--- config.mk ---
export PLATFORM = sky130hd
export DESIGN_NAME = pool_ctrl
export DESIGN_NICKNAME = d
export VERILOG_FILES = /design/src/rtl/pool_ctrl.sv
export SDC_FILE = /design/constraint.sdc
export NUM_CORES = 1
export LEC_CHECK = 0
export ABC_AREA = 1
export CAP_MARGIN = 10
export CORE_ASPECT_RATIO = 1.2
export CORE_UTILIZATION = 53
export CTS_CLUSTER_DIAMETER = 200
export DETAILED_ROUTE_END_ITERATION = 16
export GPL_TIMING_DRIVEN = 0
export PLACE_DENSITY = 0.79
export SYNTH_ARGS = -nofsm -noshare
export SYNTH_HDL_FRONTEND = slang
export SYNTH_SLANG_ARGS = --single-unit
--- constraint.sdc ---
create_clock -name clk -period 2.7 [get_ports clk]
set_input_delay 0.54 -clock clk [delete_from_list [all_inputs] [get_ports clk]]
set_output_delay 0.54 -clock clk [all_outputs]
set_load 0.005 [all_outputs]
--- src/rtl/pool_ctrl.sv ---
// Control unit for a 2-D max-pooling stage: consumes an upstream ping-pong bank and
// sequences window reads, datapath load/compare and pooled writes. Optional frames_done
// counter is built when POOL_FRAME_CNT_EN is defined.
module pool_ctrl #(
  parameter int IFM_SIZE   = 10,
  parameter int IFM_DEPTH  = 2,
  parameter int POOL_SIZE  = 2,
  parameter int OFM_SIZE   = IFM_SIZE / POOL_SIZE,
  parameter int ADDR_IFM   = $clog2(IFM_SIZE * IFM_SIZE),
  parameter int ADDR_OFM   = $clog2(OFM_SIZE * OFM_SIZE),
  parameter int DEPTH_BITS = (IFM_DEPTH > 2) ? $clog2(IFM_DEPTH) : 1
) (
  input  logic                  clk,
  input  logic                  reset,
  input  logic                  start_from_previous,
  output logic                  end_to_previous,
  output logic                  ifm_sel,
  output logic                  ifm_enable_read,
  output logic [ADDR_IFM-1:0]   ifm_address_read,
  output logic [DEPTH_BITS-1:0] ifm_depth_sel,
  output logic                  pool_load,
  output logic                  pool_compare,
  output logic                  ofm_enable_write,
  output logic [ADDR_OFM-1:0]   ofm_address_write,
  output logic [DEPTH_BITS-1:0] ofm_depth_sel,
  input  logic                  end_from_next,
  output logic                  start_to_next
`ifdef POOL_FRAME_CNT_EN
  ,
  output logic [15:0]           frames_done
`endif
);

  localparam int WIN_W = (POOL_SIZE > 1) ? $clog2(POOL_SIZE) : 1;
  localparam int OUT_W = (OFM_SIZE > 1) ? $clog2(OFM_SIZE) : 1;

  localparam logic [WIN_W-1:0]      WIN_MAX   = WIN_W'(POOL_SIZE - 1);
  localparam logic [OUT_W-1:0]      OUT_MAX   = OUT_W'(OFM_SIZE - 1);
  localparam logic [DEPTH_BITS-1:0] DEPTH_MAX = DEPTH_BITS'(IFM_DEPTH - 1);

  typedef enum logic [1:0] {IDLE, READ, DRAIN} state_t;

  state_t state, state_next;

  logic [WIN_W-1:0]      wc, wr;
  logic [OUT_W-1:0]      c, r;
  logic [DEPTH_BITS-1:0] d;
  logic                  drain_cnt;
  logic                  pending;

  logic wc_last, wr_last, c_last, r_last, d_last;
  logic win_first, win_last, read_last;
  logic accept, drain_done;

  assign wc_last   = (wc == WIN_MAX);
  assign wr_last   = (wr == WIN_MAX);
  assign c_last    = (c == OUT_MAX);
  assign r_last    = (r == OUT_MAX);
  assign d_last    = (d == DEPTH_MAX);
  assign win_first = (wc == '0) && (wr == '0);
  assign win_last  = wc_last && wr_last;
  assign read_last = win_last && c_last && r_last && d_last;

  assign accept     = (state == IDLE) && start_from_previous && !pending;
  assign drain_done = (state == DRAIN) && drain_cnt;

  always_ff @(posedge clk or posedge reset) begin
    if (reset) state <= IDLE;
    else       state <= state_next;
  end

  always_comb begin
    state_next = state;
    case (state)
      IDLE:    if (accept)     state_next = READ;
      READ:    if (read_last)  state_next = DRAIN;
      DRAIN:   if (drain_done) state_next = IDLE;
      default:                 state_next = IDLE;
    endcase
  end

  // Handshake: bank toggle on accepted start, pending holds a finished frame until
  // downstream can take it.
  always_ff @(posedge clk or posedge reset) begin
    if (reset) begin
      ifm_sel   <= 1'b0;
      pending   <= 1'b0;
      drain_cnt <= 1'b0;
    end else begin
      if (accept) ifm_sel <= ~ifm_sel;
      if (drain_done)                   pending <= 1'b1;
      else if (pending && end_from_next) pending <= 1'b0;
      drain_cnt <= (state == DRAIN) ? ~drain_cnt : 1'b0;
    end
  end

  assign end_to_previous = (state == IDLE) && !pending;
  assign start_to_next   = pending && end_from_next;

  // Scan counters, innermost window column first; all wrap to zero on the last read.
  always_ff @(posedge clk or posedge reset) begin
    if (reset) begin
      wc <= '0;
      wr <= '0;
      c  <= '0;
      r  <= '0;
      d  <= '0;
    end else if (state == READ) begin
      wc <= wc_last ? '0 : wc + WIN_W'(1);
      if (wc_last) begin
        wr <= wr_last ? '0 : wr + WIN_W'(1);
        if (wr_last) begin
          c <= c_last ? '0 : c + OUT_W'(1);
          if (c_last) begin
            r <= r_last ? '0 : r + OUT_W'(1);
            if (r_last) d <= d_last ? '0 : d + DEPTH_BITS'(1);
          end
        end
      end
    end
  end

  assign ifm_enable_read  = (state == READ);
  assign ifm_address_read = ifm_enable_read
      ? ADDR_IFM'((int'(r) * POOL_SIZE + int'(wr)) * IFM_SIZE + int'(c) * POOL_SIZE + int'(wc))
      : '0;
  assign ifm_depth_sel    = ifm_enable_read ? d : '0;

  // Stage p1: read data returns from memory; datapath loads or compares.
  logic                  vld_p1, first_p1, last_p1;
  logic [ADDR_OFM-1:0]   oaddr_p1;
  logic [DEPTH_BITS-1:0] depth_p1;

  always_ff @(posedge clk or posedge reset) begin
    if (reset) begin
      vld_p1   <= 1'b0;
      first_p1 <= 1'b0;
      last_p1  <= 1'b0;
      oaddr_p1 <= '0;
      depth_p1 <= '0;
    end else begin
      vld_p1   <= ifm_enable_read;
      first_p1 <= win_first;
      last_p1  <= win_last;
      oaddr_p1 <= ADDR_OFM'(int'(r) * OFM_SIZE + int'(c));
      depth_p1 <= d;
    end
  end

  assign pool_load    = vld_p1 && first_p1;
  assign pool_compare = vld_p1 && !first_p1;

  // Stage p2: window maximum is complete in the datapath register; write it out.
  logic                  vld_p2;
  logic [ADDR_OFM-1:0]   oaddr_p2;
  logic [DEPTH_BITS-1:0] depth_p2;

  always_ff @(posedge clk or posedge reset) begin
    if (reset) begin
      vld_p2   <= 1'b0;
      oaddr_p2 <= '0;
      depth_p2 <= '0;
    end else begin
      vld_p2   <= vld_p1 && last_p1;
      oaddr_p2 <= oaddr_p1;
      depth_p2 <= depth_p1;
    end
  end

  assign ofm_enable_write  = vld_p2;
  assign ofm_address_write = vld_p2 ? oaddr_p2 : '0;
  assign ofm_depth_sel     = vld_p2 ? depth_p2 : '0;

`ifdef POOL_FRAME_CNT_EN
  always_ff @(posedge clk or posedge reset) begin
    if (reset)              frames_done <= 16'd0;
    else if (start_to_next) frames_done <= frames_done + 16'd1;
  end
`endif

endmodule

-- Word-level counts from Yosys, hierarchy flattened
Index checks and enable logic that the tools add are counted.
- flip-flop bits (word level): 30
- input port bits: 4
- logic and storage cells: 77
- output and inout bits: 21
- reductions and logical operators: 22
- $add $sub $neg: 9
- muxes and demuxes: 16
- equality and inequality tests: 7
- $mul: 2
- bitwise logic cells: 4
- operator list (cell ; number):
    logical AND 1 bit ; 13
    2-to-1 mux 1 bit ; 8
    adder 7 x 1 -> 7 bit ; 1
    adder 7 x 4 -> 7 bit ; 1
    2-to-1 mux 7 bit ; 1
    adder 3 x 1 -> 3 bit, second input constant ; 2
    == test 3 bit, second input constant ; 2
    multiplier 5 x 3 -> 6 bit, second input constant ; 1
    2-to-1 mux 2 bit ; 3
    2-to-1 mux 3 bit ; 2
    case mux 2 bit (3 select lines) ; 1
    AND reduction 3 bit ; 2
    adder 4 x 1 -> 5 bit ; 1
    adder 5 x 3 -> 5 bit ; 1
    multiplier 3 x 3 -> 5 bit, second input constant ; 1
    2-to-1 mux 5 bit ; 1
    AND reduction 5 bit ; 1
    inequality test 2 bit, second input constant ; 2
    NOT 1 bit ; 4
    AND reduction 4 bit ; 1
    adder 1 bit, second input constant ; 3
    == test 2 x 1 -> 1 bit, second input constant ; 1
    == test 2 bit, second input constant ; 1
    zero test 1 bit ; 2
    4 further kinds ; 4

-- Depth between registers and ports, before layout
- depth in word-level cells: 6
- depth in mapped cells: 9
- mapped depth without buffers: 9

-- Least setup slack after synthesis
Ideal clock, no wire load.
- kind: flip-flop to output port
- from: register r[0]
- to: output ifm_address_read[6]
- arrival time: 1858 ps
- buffers on the path: 0
- cell stages (with the launch flop): 10
- path slack: 302 ps
- required time: 2160 ps
- cells stage by stage: dfrtp_1 -> ha_1 -> ha_1 -> fa_1 -> nand2_1 -> nor2_1 -> nand2_1 -> nand3_1 -> nand2_1 -> nor2_1
- longest elaborated chain between the ends: 5
- RTL lines (item ; RTL line ; RTL):
    start, declared ; 46 ; logic [OUT_W-1:0] c, r;
    start signal, assigned ; 115 ; r <= r_last ? '0 : r + OUT_W'(1);
    adder 4 x 1 -> 5 bit ; 125 ; ? ADDR_IFM'((int'(r) * POOL_SIZE + int'(wr)) * IFM_SIZE + int'(c) * POOL_SIZE + int'(wc))
    multiplier 5 x 3 -> 6 bit ; 125 ;
    adder 7 x 4 -> 7 bit ; 125 ;
    adder 7 x 1 -> 7 bit ; 125 ;
    2-to-1 mux 7 bit ; 125 ;
    end, declared ; 19 ; output logic [ADDR_IFM-1:0] ifm_address_read,
Every way passes these cells.

-- Worst setup path after layout
Same ends and word-level chain as after synthesis.

==> results.yml <==
run_status:
  status: "complete, but fails checks"
  violations: "setup timing"
finish:
  fin_area_um2: 2063
  nNetsFinal: 236
  drive_above_1_share_pct: 17.37
  n_antenna_cell: 0
  syn2layout_area_growth_pct: 29.54
logic_synthesis:
  synth_cells: 174
  syn_nets: 198
  yosysTopAreaCell: "dfrtp_1"
  synth_top_area_share_pct: 47.13
  syn_area_um2: 1593
  synth.most_common_cell: "nand2_1"
  synth_edf_count: 0
  ys_async_sr_fraction_pct: 100.0
  synth_common_cells: "nand2_1 (40), inv_1 (33), dfrtp_1 (30), ha_1 (17), nor2_1 (17)"
  synth_cell_types: 19
  yosys_warnings: 0
  seq_area_frac_synth_pct: 47.13
  synth_top_family_by_area: "simple AND/OR/NAND/NOR gates"
  synth.ff_latch_count: 30
  yosys.area_share.simple_pct: 19.72
  synth_compound_area_share_pct: 4.478
  synthAdderAreaFrac_pct: 17.12
  yosys-top-cells-area: "dfrtp_1 (47%), ha_1 (13%), nand2_1 (9.4%)"
  synth_xor_xnor_area_share_pct: 3.299
  synth.area.mux_share_pct: 0
  synthFlopType: "dfrtp_1"
  synth_area_per_cell_um2: 9.154
worst_setup_path:
  start_kind: "register"
  worst_ep_arrival_time_ns: 2.22
  critPathSlowestCell: "fa_1"
  path_delay_family: "adder cells"
  slowest_delay_ns: 0.53
  path_buf_inv: 1
  end_kind: "primary output"
  path_max_fanout: 2
  required_ns: 2.16
  crit_type: "reg -> out"
  crit_chain: "ha_4, ha_4, fa_1, nand2_2, nor2_2, nand2_1, nand3_1, nand2_1, nor2_1, buf_2"
sta:
  period_share_pct: 102.3
  period_needed_ns: 2.762
  worstMarginPinSlew_ns: 0.5690
  clock-skew-final_ns: 0.007543
  drv_slew: 0
  slew_headroom_pct: 62.03
  rsz0062_at_grt: "yes"
  finalHoldViolCount: 0
  max_freq_mhz: 362.1
  setup_violations: 1
  setup_slack_ns: -0.06153
detailed_routing:
  drtIter0Drc: 17
  wl_per_cell_um: 12.51
  drc: 0
  dr.pass1.iters: 4
  ant_nets: 0
  routed_wl_mm: 3.090
  viasPerCell: 4.903
  num_vias: 1211
die:
  row_count: 21
  core_area_um2: 2811
  io_pins: 25
  start_util_pct: 56.65
  die_x_um: 52.05
  die_h_um: 62.05
  die_area_um2: 3229
placed_design:
  port_buffers: 24
  place_congestion: 0.7461
  placed_area_um2: 1876
  post-dp-hpwl_mm: 2.167
hold_path:
  hold_path.class: "reg -> reg"
clock_tree:
  clkSlewWorstSetupHoldPaths_ns: 0.09
  clock-sinks: 30
  max-clock-path-buffers: 2
  clock_latency_ns: 0.33
  numCtsBuffers: 5
  cts-root-buf: "clkbuf_4"
  cts_tree: "yes"
  cts_hold_buffers: 0
  h-tree-depth: 2
global_routing:
  grt_max_degree: 31
  gr-usage-all-layers_pct: 22.31
  grt_overflow_total: 0
  antenna_found_initial: 0
  grt_first_pass_wirelength_mm: 4.947
  grt_pass1_vias: 1112
pwr:
  max-vdd-ir-drop_mv: 0.3033
  finalPower_uw: 748.3
  power_density_nw_per_um2: 362.7
  p_leak_uw: 0.001116
run:
  maxCapViolCount: 0
==> per-layer routing <==
metal  routed length [µm]  GRT usage (%)
met5                    0              0
met4                   68          11.20
met3                  111          6.083
met2                 1698          39.93
met1                 1212          24.32
==> worst reg2reg max path, delay by kind of cell (launching register included) <==
family	cells	cell delay, ns
xor gates and xnor gates	1	0.13
adders and majority gates	3	0.98
buffers and inverters	2	0.19
DFF	1	0.44
==> cell families (layout without fill, tap and decap cells) <==
| logic type | count (synthesis) | after routing |
|---|---|---|
| buffers and inverters | 35 | 74 |
| adders and majority gates | 20 | 20 |
| and+or+nand+nor | 70 | 70 |
| xor gates and xnor gates | 6 | 6 |
| AOI/OAI and AO/OA | 13 | 13 |
| DFF | 30 | 30 |
==> final timing paths <==
path,start,slack (ns),endpoint,cells past startpoint
setup / recovery,r[0],-0.06,ifm_address_read[6],10
hold / removal,oaddr_p1[2],0.35,oaddr_p2[2],0
setup reg to reg,r[0],0.85,oaddr_p1[3],6
hold reg to reg,oaddr_p1[2],0.35,oaddr_p2[2],0
max in group asynchronous,reset,1.65,r[2],3
min in group asynchronous,reset,0.56,state[1],2
==> area by class of cell <==
class,count,area (µm²)
inverter,35,131.4
timing repair buffer,31,299.0
sequential,30,755.7
multi-input combinational,109,774.5
clock inverter,1,5.005
fill,200,748.2
tap,34,42.54
clock buffer,7,55.05
==> registers in the layout, summed over array words and instances (netlist names), 2 cells and up <==
| register | count |
|---|---|
| oaddr_p1 | 5 |
| r | 3 |
| c | 3 |
| oaddr_p2 | 5 |
| state | 2 |
==> what timing repair did <==
item	in CTS	in global routing
pin swaps	7	6
setup buffers	5	1
gates resized for setup	24	3
setup endpoints to repair	5	2
==> per-stage QoR <==
step	util, %	cells	hold slack [ns]	TNS (ns)	setup slack, ns
floorplan	-	174	0.3312	0	0.3016
global placement	66.71	232	0.3320	-0.4305	-0.3027
detailed placement	66.71	232	0.3362	-0.4988	-0.3424
CTS	71.96	245	0.3529	-0.1536	-0.1536
global route	73.39	247	0.3648	-0.3339	-0.2572
finish	73.39	247	0.3549	-0.06153	-0.06153
==> layout by cell type, fill, tap and decap left out, types with 2 or more instances in the layout <==
| cell type | instances |
|---|---|
| nand3_1 | 7 |
| inv_1 | 32 |
| clkbuf_4 | 5 |
| clkdlybuf4s50_1 | 19 |
| xor2_1 | 2 |
| nand2_2 | 2 |
| nand2_1 | 38 |
| buf_2 | 2 |
| o21ai_0 | 6 |
| dfrtp_1 | 26 |
| xnor2_1 | 4 |
| inv_2 | 3 |
| nor2_1 | 16 |
| nor2_4 | 2 |
| fa_1 | 3 |
| dfrtp_2 | 4 |
| a21oi_1 | 3 |
| buf_4 | 6 |
| ha_1 | 12 |
| ha_4 | 4 |
| dlygate4sd2_1 | 3 |
==> power by group <==
part	internal, µW	switching, µW
clock	126	155
combinational	7.88	10.2
sequential	449	0
(Power assumes the default switching activity.)
